==> src/rtl/sound_pkg.sv <==
// Shared constants for the PWM audio output path: sample width, period
// marker and the default silence level.
package sound_pkg;
   localparam int SAMPLE_W = 8;
   localparam logic [SAMPLE_W-1:0] PERIOD_LAST      = 8'hFF;
   localparam logic [SAMPLE_W-1:0] MIDSCALE_DEFAULT = 8'h80;
endpackage

==> src/rtl/sample_fifo.sv <==
// Small sample FIFO with occupancy count; head data is read combinationally
// so a pop can load it into the level register on the same edge.
module sample_fifo
   import sound_pkg::*;
#(
   parameter int DEPTH = 4,
   parameter int W     = SAMPLE_W
) (
   input  logic                     clk,
   input  logic                     reset,
   input  logic                     push,
   input  logic                     pop,
   input  logic [W-1:0]             push_data,
   output logic [W-1:0]             head_data,
   output logic [$clog2(DEPTH):0]   fill,
   output logic                     full,
   output logic                     empty
);
   localparam int AW = $clog2(DEPTH);
   localparam int FW = AW + 1;
   localparam logic [FW-1:0] DEPTH_F = FW'(DEPTH);

   logic [W-1:0]    mem [DEPTH];
   logic [AW-1:0]   wr_ptr_reg;
   logic [AW-1:0]   rd_ptr_reg;
   logic [FW-1:0]   fill_reg;
   logic            do_push;
   logic            do_pop;

   // Full/empty come from the registered count only, so a same-edge pop
   // never makes room for a push.
   assign full    = (fill_reg == DEPTH_F);
   assign empty   = (fill_reg == '0);
   assign do_push = push && !full;
   assign do_pop  = pop && !empty;

   assign fill      = fill_reg;
   assign head_data = mem[rd_ptr_reg];

   always_ff @(posedge clk) begin
      if (do_push) begin
         mem[wr_ptr_reg] <= push_data;
      end
   end

   always_ff @(posedge clk or negedge reset) begin
      if (!reset) begin
         wr_ptr_reg <= '0;
         rd_ptr_reg <= '0;
         fill_reg   <= '0;
      end else begin
         if (do_push) begin
            wr_ptr_reg <= wr_ptr_reg + AW'(1);
         end
         if (do_pop) begin
            rd_ptr_reg <= rd_ptr_reg + AW'(1);
         end
         case ({do_push, do_pop})
            2'b10:   fill_reg <= fill_reg + FW'(1);
            2'b01:   fill_reg <= fill_reg - FW'(1);
            default: fill_reg <= fill_reg;
         endcase
      end
   end
endmodule

==> src/rtl/pwm_audio_out.sv <==
// PWM audio output: buffers samples in a FIFO, loads a new duty level at each
// period end, and compares the upstream ramp against the current level.
module pwm_audio_out
   import sound_pkg::*;
#(
   parameter int                    DEPTH    = 4,
   parameter logic [SAMPLE_W-1:0]   MIDSCALE = MIDSCALE_DEFAULT
) (
   input  logic                     clk,
   input  logic                     reset,
   input  logic [SAMPLE_W-1:0]      count,
   input  logic [SAMPLE_W-1:0]      sample,
   input  logic                     sample_valid,
   output logic                     sample_ready,
   input  logic                     clear_underrun,
   output logic                     pwm_out,
   output logic [SAMPLE_W-1:0]      level,
   output logic                     underrun,
   output logic [$clog2(DEPTH):0]   fill
);
   logic                  fifo_full;
   logic                  fifo_empty;
   logic [SAMPLE_W-1:0]   head_data;
   logic                  push;
   logic                  pop;
   logic                  period_end;

   logic [SAMPLE_W-1:0]   level_reg;
   logic                  pwm_reg;
   logic                  underrun_reg;

   assign sample_ready = !fifo_full;
   assign push         = sample_valid && sample_ready;
   assign period_end   = (count == PERIOD_LAST);
   assign pop          = period_end && !fifo_empty;

   sample_fifo #(
      .DEPTH (DEPTH),
      .W     (SAMPLE_W)
   ) u_fifo (
      .clk       (clk),
      .reset     (reset),
      .push      (push),
      .pop       (pop),
      .push_data (sample),
      .head_data (head_data),
      .fill      (fill),
      .full      (fifo_full),
      .empty     (fifo_empty)
   );

   // The compare uses the level held before this edge, so the level change
   // at period end takes effect from the first cycle of the next period.
   always_ff @(posedge clk or negedge reset) begin
      if (!reset) begin
         level_reg    <= MIDSCALE;
         pwm_reg      <= 1'b0;
         underrun_reg <= 1'b0;
      end else begin
         pwm_reg <= (count < level_reg);
         if (pop) begin
            level_reg <= head_data;
         end
         if (period_end && fifo_empty) begin
            underrun_reg <= 1'b1;
         end else if (clear_underrun) begin
            underrun_reg <= 1'b0;
         end
      end
   end

   assign pwm_out  = pwm_reg;
   assign level    = level_reg;
   assign underrun = underrun_reg;
endmodule

==> config.mk <==
export PLATFORM = sky130hd
export DESIGN_NAME = pwm_audio_out
export DESIGN_NICKNAME = d
export VERILOG_FILES = /design/src/rtl/sound_pkg.sv /design/src/rtl/sample_fifo.sv /design/src/rtl/pwm_audio_out.sv
export SDC_FILE = /design/constraint.sdc
export NUM_CORES = 1
export LEC_CHECK = 0
export BUFFER_PORTS_ARGS = -buffer_cell sky130_fd_sc_hd__buf_2
export CAP_MARGIN = 20
export CORE_MARGIN = 3
export CORE_UTILIZATION = 31
export CTS_BUF_LIST = sky130_fd_sc_hd__clkbuf_8
export DETAILED_ROUTE_END_ITERATION = 12
export SLEW_MARGIN = 5
export SYNTH_ARGS = -nofsm -noshare
export SYNTH_HDL_FRONTEND = slang
export SYNTH_SLANG_ARGS = --single-unit
==> constraint.sdc <==
create_clock -name clk -period 3.76 [get_ports clk]
set_clock_uncertainty 0.1 [all_clocks]
set_input_delay 0.188 -clock clk [delete_from_list [all_inputs] [get_ports clk]]
set_output_delay 0.188 -clock clk [all_outputs]
set_load 0.01 [all_outputs]
==> run_summary.xml <==
<?xml version="1.0" encoding="UTF-8"?>
<metrics>
  <group name="floorplanning">
    <metric name="starting_density_of_the_core" unit="%">32.8</metric>
    <metric name="chipHeight" unit="um">89.1</metric>
    <metric name="core" unit="sq mm">0.00653</metric>
    <metric name="floorplan.die.width" unit="um">89.1</metric>
    <metric name="ios" unit="">34</metric>
    <metric name="die-area" unit="sq mm">0.00793</metric>
    <metric name="row_count" unit="">29</metric>
  </group>
  <group name="synthesis">
    <metric name="syn_area_per_cell" unit="sq um">16.0</metric>
    <metric name="synth-warning-count" unit="">0</metric>
    <metric name="yosysSeqAreaShare" unit="%">64.9</metric>
    <metric name="count_of_flip_flops_with_a_built_in_enable_after_synthesis" unit="">32</metric>
    <metric name="ys_dominant_reg_cell" unit="">sky130_fd_sc_hd__edfxtp_1</metric>
    <metric name="post_synth_num_cell_types" unit="">30</metric>
    <metric name="netlist_area" unit="sq mm">0.00214</metric>
    <metric name="synthCells" unit="">134</metric>
    <metric name="synth_fp_nets" unit="">167</metric>
    <metric name="yosys_register_bits" unit="">49</metric>
    <metric name="async_flop_share" unit="%">34.7</metric>
  </group>
  <group name="timing">
    <metric name="max_slew_margin" unit="%">59.8</metric>
    <metric name="post-route-period-util" unit="%">64.0</metric>
    <metric name="rsz0062_at_grt" unit="">no</metric>
    <metric name="max_freq" unit="MHz">416</metric>
    <metric name="finalSetupTns" unit="ns">0</metric>
    <metric name="final-hold-violation-count" unit="">0</metric>
    <metric name="fin_crit" unit="ns">2.41</metric>
    <metric name="timing.final.max_slew_violations" unit="">0</metric>
    <metric name="finalWorstSetupSlack" unit="ns">1.35</metric>
    <metric name="final-setup-viol-count" unit="">0</metric>
    <metric name="worst_pin_slew" unit="ns">0.600</metric>
  </group>
  <group name="power">
    <metric name="design_power_total" unit="mW">1.41</metric>
    <metric name="vdd_ir_drop_max" unit="uV">250</metric>
    <metric name="power.share.combinational" unit="%">23.7</metric>
    <metric name="pwr-share-seq" unit="%">54.3</metric>
    <metric name="static-leakage-power" unit="nW">1.05</metric>
    <metric name="power.share.switching" unit="%">30.1</metric>
    <metric name="netsw" unit="uW">424</metric>
    <metric name="powerDensity" unit="mW/mm^2">554</metric>
    <metric name="power.internal" unit="uW">984</metric>
    <metric name="clock_network_fraction_of_design_power" unit="%">22.0</metric>
  </group>
  <group name="drt">
    <metric name="ant_nets" unit="">0</metric>
    <metric name="detail_route.vias_per_cell" unit="">4.63</metric>
    <metric name="number_of_violations_reported_at_the_end_of_detailed_routing_iteration_0" unit="">51</metric>
    <metric name="routed_wirelength" unit="um">3750</metric>
    <metric name="total_via_count_in_the_routed_design" unit="">1190</metric>
    <metric name="met2_length" unit="um">1680</metric>
    <metric name="detail_route.drc_violations" unit="">0</metric>
    <metric name="highest_layer" unit="">met4</metric>
    <metric name="routedWlPerCell" unit="um">14.6</metric>
    <metric name="met3WireLength" unit="um">222</metric>
    <metric name="drt-met1-wl" unit="um">1780</metric>
    <metric name="first_pass_iters" unit="">4</metric>
  </group>
  <group name="cts">
    <metric name="clk_pin_slew" unit="ns">0.09</metric>
    <metric name="clock_sinks" unit="">49</metric>
    <metric name="number_of_buffers_between_clock_root_and_the_deepest_sink" unit="">2</metric>
    <metric name="worstSkewPairLatency" unit="ns">0.30</metric>
    <metric name="tritoncts" unit="">yes</metric>
    <metric name="clk_root_buffer_cell" unit="">sky130_fd_sc_hd__clkbuf_8</metric>
    <metric name="cts_htree_levels" unit="">2</metric>
    <metric name="number_of_buffers_inserted_during_clock_tree_synthesis" unit="">5</metric>
    <metric name="post_cts.repair.setup_buffers" unit="">0</metric>
  </group>
  <group name="critical_path">
    <metric name="endpoint_kind" unit="">register</metric>
    <metric name="critical_path_required" unit="ns">3.89</metric>
    <metric name="crit_chain" unit="">nor3_1 &gt; nor3_4 &gt; ha_1 &gt; inv_1 &gt; fa_1 &gt; xor2_1 &gt; nor2_1 &gt; xor2_1</metric>
    <metric name="critical_path.max_fanout" unit="">18</metric>
    <metric name="cp_slowest_cell" unit="">sky130_fd_sc_hd__nor3_4</metric>
    <metric name="timing.setup.critical_path_class" unit="">register to register</metric>
    <metric name="worst_path_largest_cell_delay" unit="ns">0.55</metric>
    <metric name="critical_path_arrival" unit="ns">2.54</metric>
    <metric name="timing.critical_path.mode_cell" unit="">sky130_fd_sc_hd__xor2_1</metric>
    <metric name="crit_path_launch_type" unit="">register</metric>
  </group>
  <group name="global_routing">
    <metric name="grt_pass1_wl" unit="um">5890</metric>
    <metric name="grt_start_max_net_pins" unit="">19</metric>
    <metric name="first_global_vias" unit="">1185</metric>
    <metric name="grt_overflow_total" unit="">0</metric>
    <metric name="grt_use_total" unit="%">10.4</metric>
    <metric name="antenna_violations_before_repair" unit="">0</metric>
  </group>
  <group name="layout">
    <metric name="final_layout_size_suffix_gt1_share" unit="%">25.0</metric>
    <metric name="diodes" unit="">0</metric>
    <metric name="post-route-util" unit="%">38.9</metric>
    <metric name="area_growth" unit="%">18.8</metric>
    <metric name="largest_register_ffs" unit="">32</metric>
    <metric name="fillers" unit="">630</metric>
    <metric name="finalNetCount" unit="">212</metric>
  </group>
  <group name="placed_design">
    <metric name="detailedPlacementHpwl" unit="um">2740</metric>
    <metric name="numPortBuffers" unit="">33</metric>
    <metric name="dp_worst_setup_slack" unit="ns">1.35</metric>
    <metric name="gp_congestion" unit="">0.750</metric>
  </group>
  <group name="run">
    <metric name="timing.max_cap.violations" unit="">0</metric>
  </group>
  <group name="run_status">
    <metric name="run_status" unit="">completed</metric>
  </group>
  <group name="worst_hold_path">
    <metric name="min-delay-path-class" unit="">input pin to register</metric>
  </group>
</metrics>
[power groups by stage]
| stage | registers, mW | clock network [mW] | logic [mW] |
|---|---|---|---|
| after floorplan | 0.770 | 0 | 0.215 |
| after global placement | 0.774 | 0 | 0.330 |
| after detailed placement | 0.779 | 0 | 0.336 |
| after CTS | 0.767 | 0.323 | 0.343 |
| after global routing | 0.778 | 0.347 | 0.382 |
| final | 0.765 | 0.310 | 0.334 |
[critical path: cells and delay by family, from the launching register on]
| family | cells | cell delay (ns) |
|---|---|---|
| xor gates and xnor gates | 2 | 0.32 |
| adders and majority gates | 2 | 0.65 |
| DFF | 1 | 0.42 |
| buffers and inverters | 1 | 0.06 |
| and+or+nand+nor | 3 | 0.79 |
[path summary, 6_finish.rpt]
check | start | endpoint | slack (ns) | depth (start not counted)
min | sample[6] | u_fifo.mem[2][6] | 0.01 | 1
max reg2reg | u_fifo.fill[0] | u_fifo.fill[2] | 1.35 | 8
max in group asynchronous | reset | level[7] | 3.02 | 2
max | u_fifo.fill[0] | u_fifo.fill[2] | 1.35 | 8
min reg2reg | underrun | underrun | 0.42 | 2
min in group asynchronous | reset | u_fifo.wr_ptr_reg[0] | 0.23 | 2
[layout by cell type (no fill, tap or decap), types with 3 or more instances in the layout]
cell type | Yosys | final
sky130_fd_sc_hd__buf_2 | 0 | 33
sky130_fd_sc_hd__edfxtp_1 | 32 | 32
sky130_fd_sc_hd__dfrtp_1 | 16 | 16
sky130_fd_sc_hd__inv_1 | 14 | 14
sky130_fd_sc_hd__ha_1 | 12 | 12
sky130_fd_sc_hd__o21ai_0 | 10 | 10
sky130_fd_sc_hd__nand2_1 | 10 | 10
sky130_fd_sc_hd__dlygate4sd3_1 | 0 | 8
sky130_fd_sc_hd__mux4_1 | 7 | 7
sky130_fd_sc_hd__clkbuf_8 | 1 | 5
sky130_fd_sc_hd__and3_1 | 4 | 4
sky130_fd_sc_hd__xnor2_1 | 3 | 3
sky130_fd_sc_hd__xor2_1 | 3 | 3
[cell families (layout without fill, tap and decap cells)]
| kind of cell | after synthesis | in the layout | share of synthesized area [%] |
|---|---|---|---|
| compound gates | 16 | 16 | 4.39 |
| xor+xnor | 6 | 6 | 2.46 |
| fa+ha+maj | 13 | 13 | 7.95 |
| buf+inv | 17 | 63 | 3.80 |
| flops | 49 | 49 | 64.9 |
| mux | 10 | 10 | 10.9 |
| simple gates | 23 | 23 | 5.67 |
[per-stage QoR]
| stage | area (sq um) | hold WS, ns | std cells |
|---|---|---|---|
| 6_report | 2540 | 0.0150 | 257 |
| 5_1_grt | 2540 | 0.00579 | 257 |
| 4_1_cts | 2540 | 0.00422 | 257 |
| 3_5_place_dp | 2370 | 0.0348 | 241 |
| 3_3_place_gp | 2370 | 0.0294 | 241 |
| 2_1_floorplan | 2140 | -0.208 | 134 |
[cells in the mapped netlist (2+ instances only)]
cell,n,area [sq um]
sky130_fd_sc_hd__mux4_1,7,184
sky130_fd_sc_hd__and3_1,4,25.0
sky130_fd_sc_hd__xor2_1,3,26.3
sky130_fd_sc_hd__inv_1,14,52.6
sky130_fd_sc_hd__ha_1,12,150
sky130_fd_sc_hd__dfrtp_1,16,400
sky130_fd_sc_hd__edfxtp_1,32,961
sky130_fd_sc_hd__a21o_1,2,15.0
sky130_fd_sc_hd__o21ai_0,10,50.1
sky130_fd_sc_hd__xnor2_1,3,26.3
sky130_fd_sc_hd__nor2_1,2,7.51
sky130_fd_sc_hd__nand2_1,10,37.5
sky130_fd_sc_hd__nand4_1,2,12.5
[layout make-up]
type / instances / area [sq um] / share of cell area (%)
Tap cell: 77 / 96.3 / 3.79
Inverter: 14 / 52.6 / 2.07
Timing Repair Buffer: 41 / 245 / 9.65
Sequential cell: 49 / 1390 / 54.6
Clock inverter: 3 / 21.3 / 0.837
Multi-Input combinational cell: 68 / 671 / 26.4
Clock buffer: 5 / 68.8 / 2.71
[timing repair]
item | CTS | global route
hold buffers | 8 | 0
resized for setup | 0 | 0
endpoints found under the hold margin | 41 | 0
[per-layer routing]
metal	vias up	GRT usage [%]
met5	-	0
met4	0	4.87
met3	7	2.58
met2	30	16.2
met1	567	13.6
li1	586	-
No activity file was read; power rests on OpenSTA's default activity.
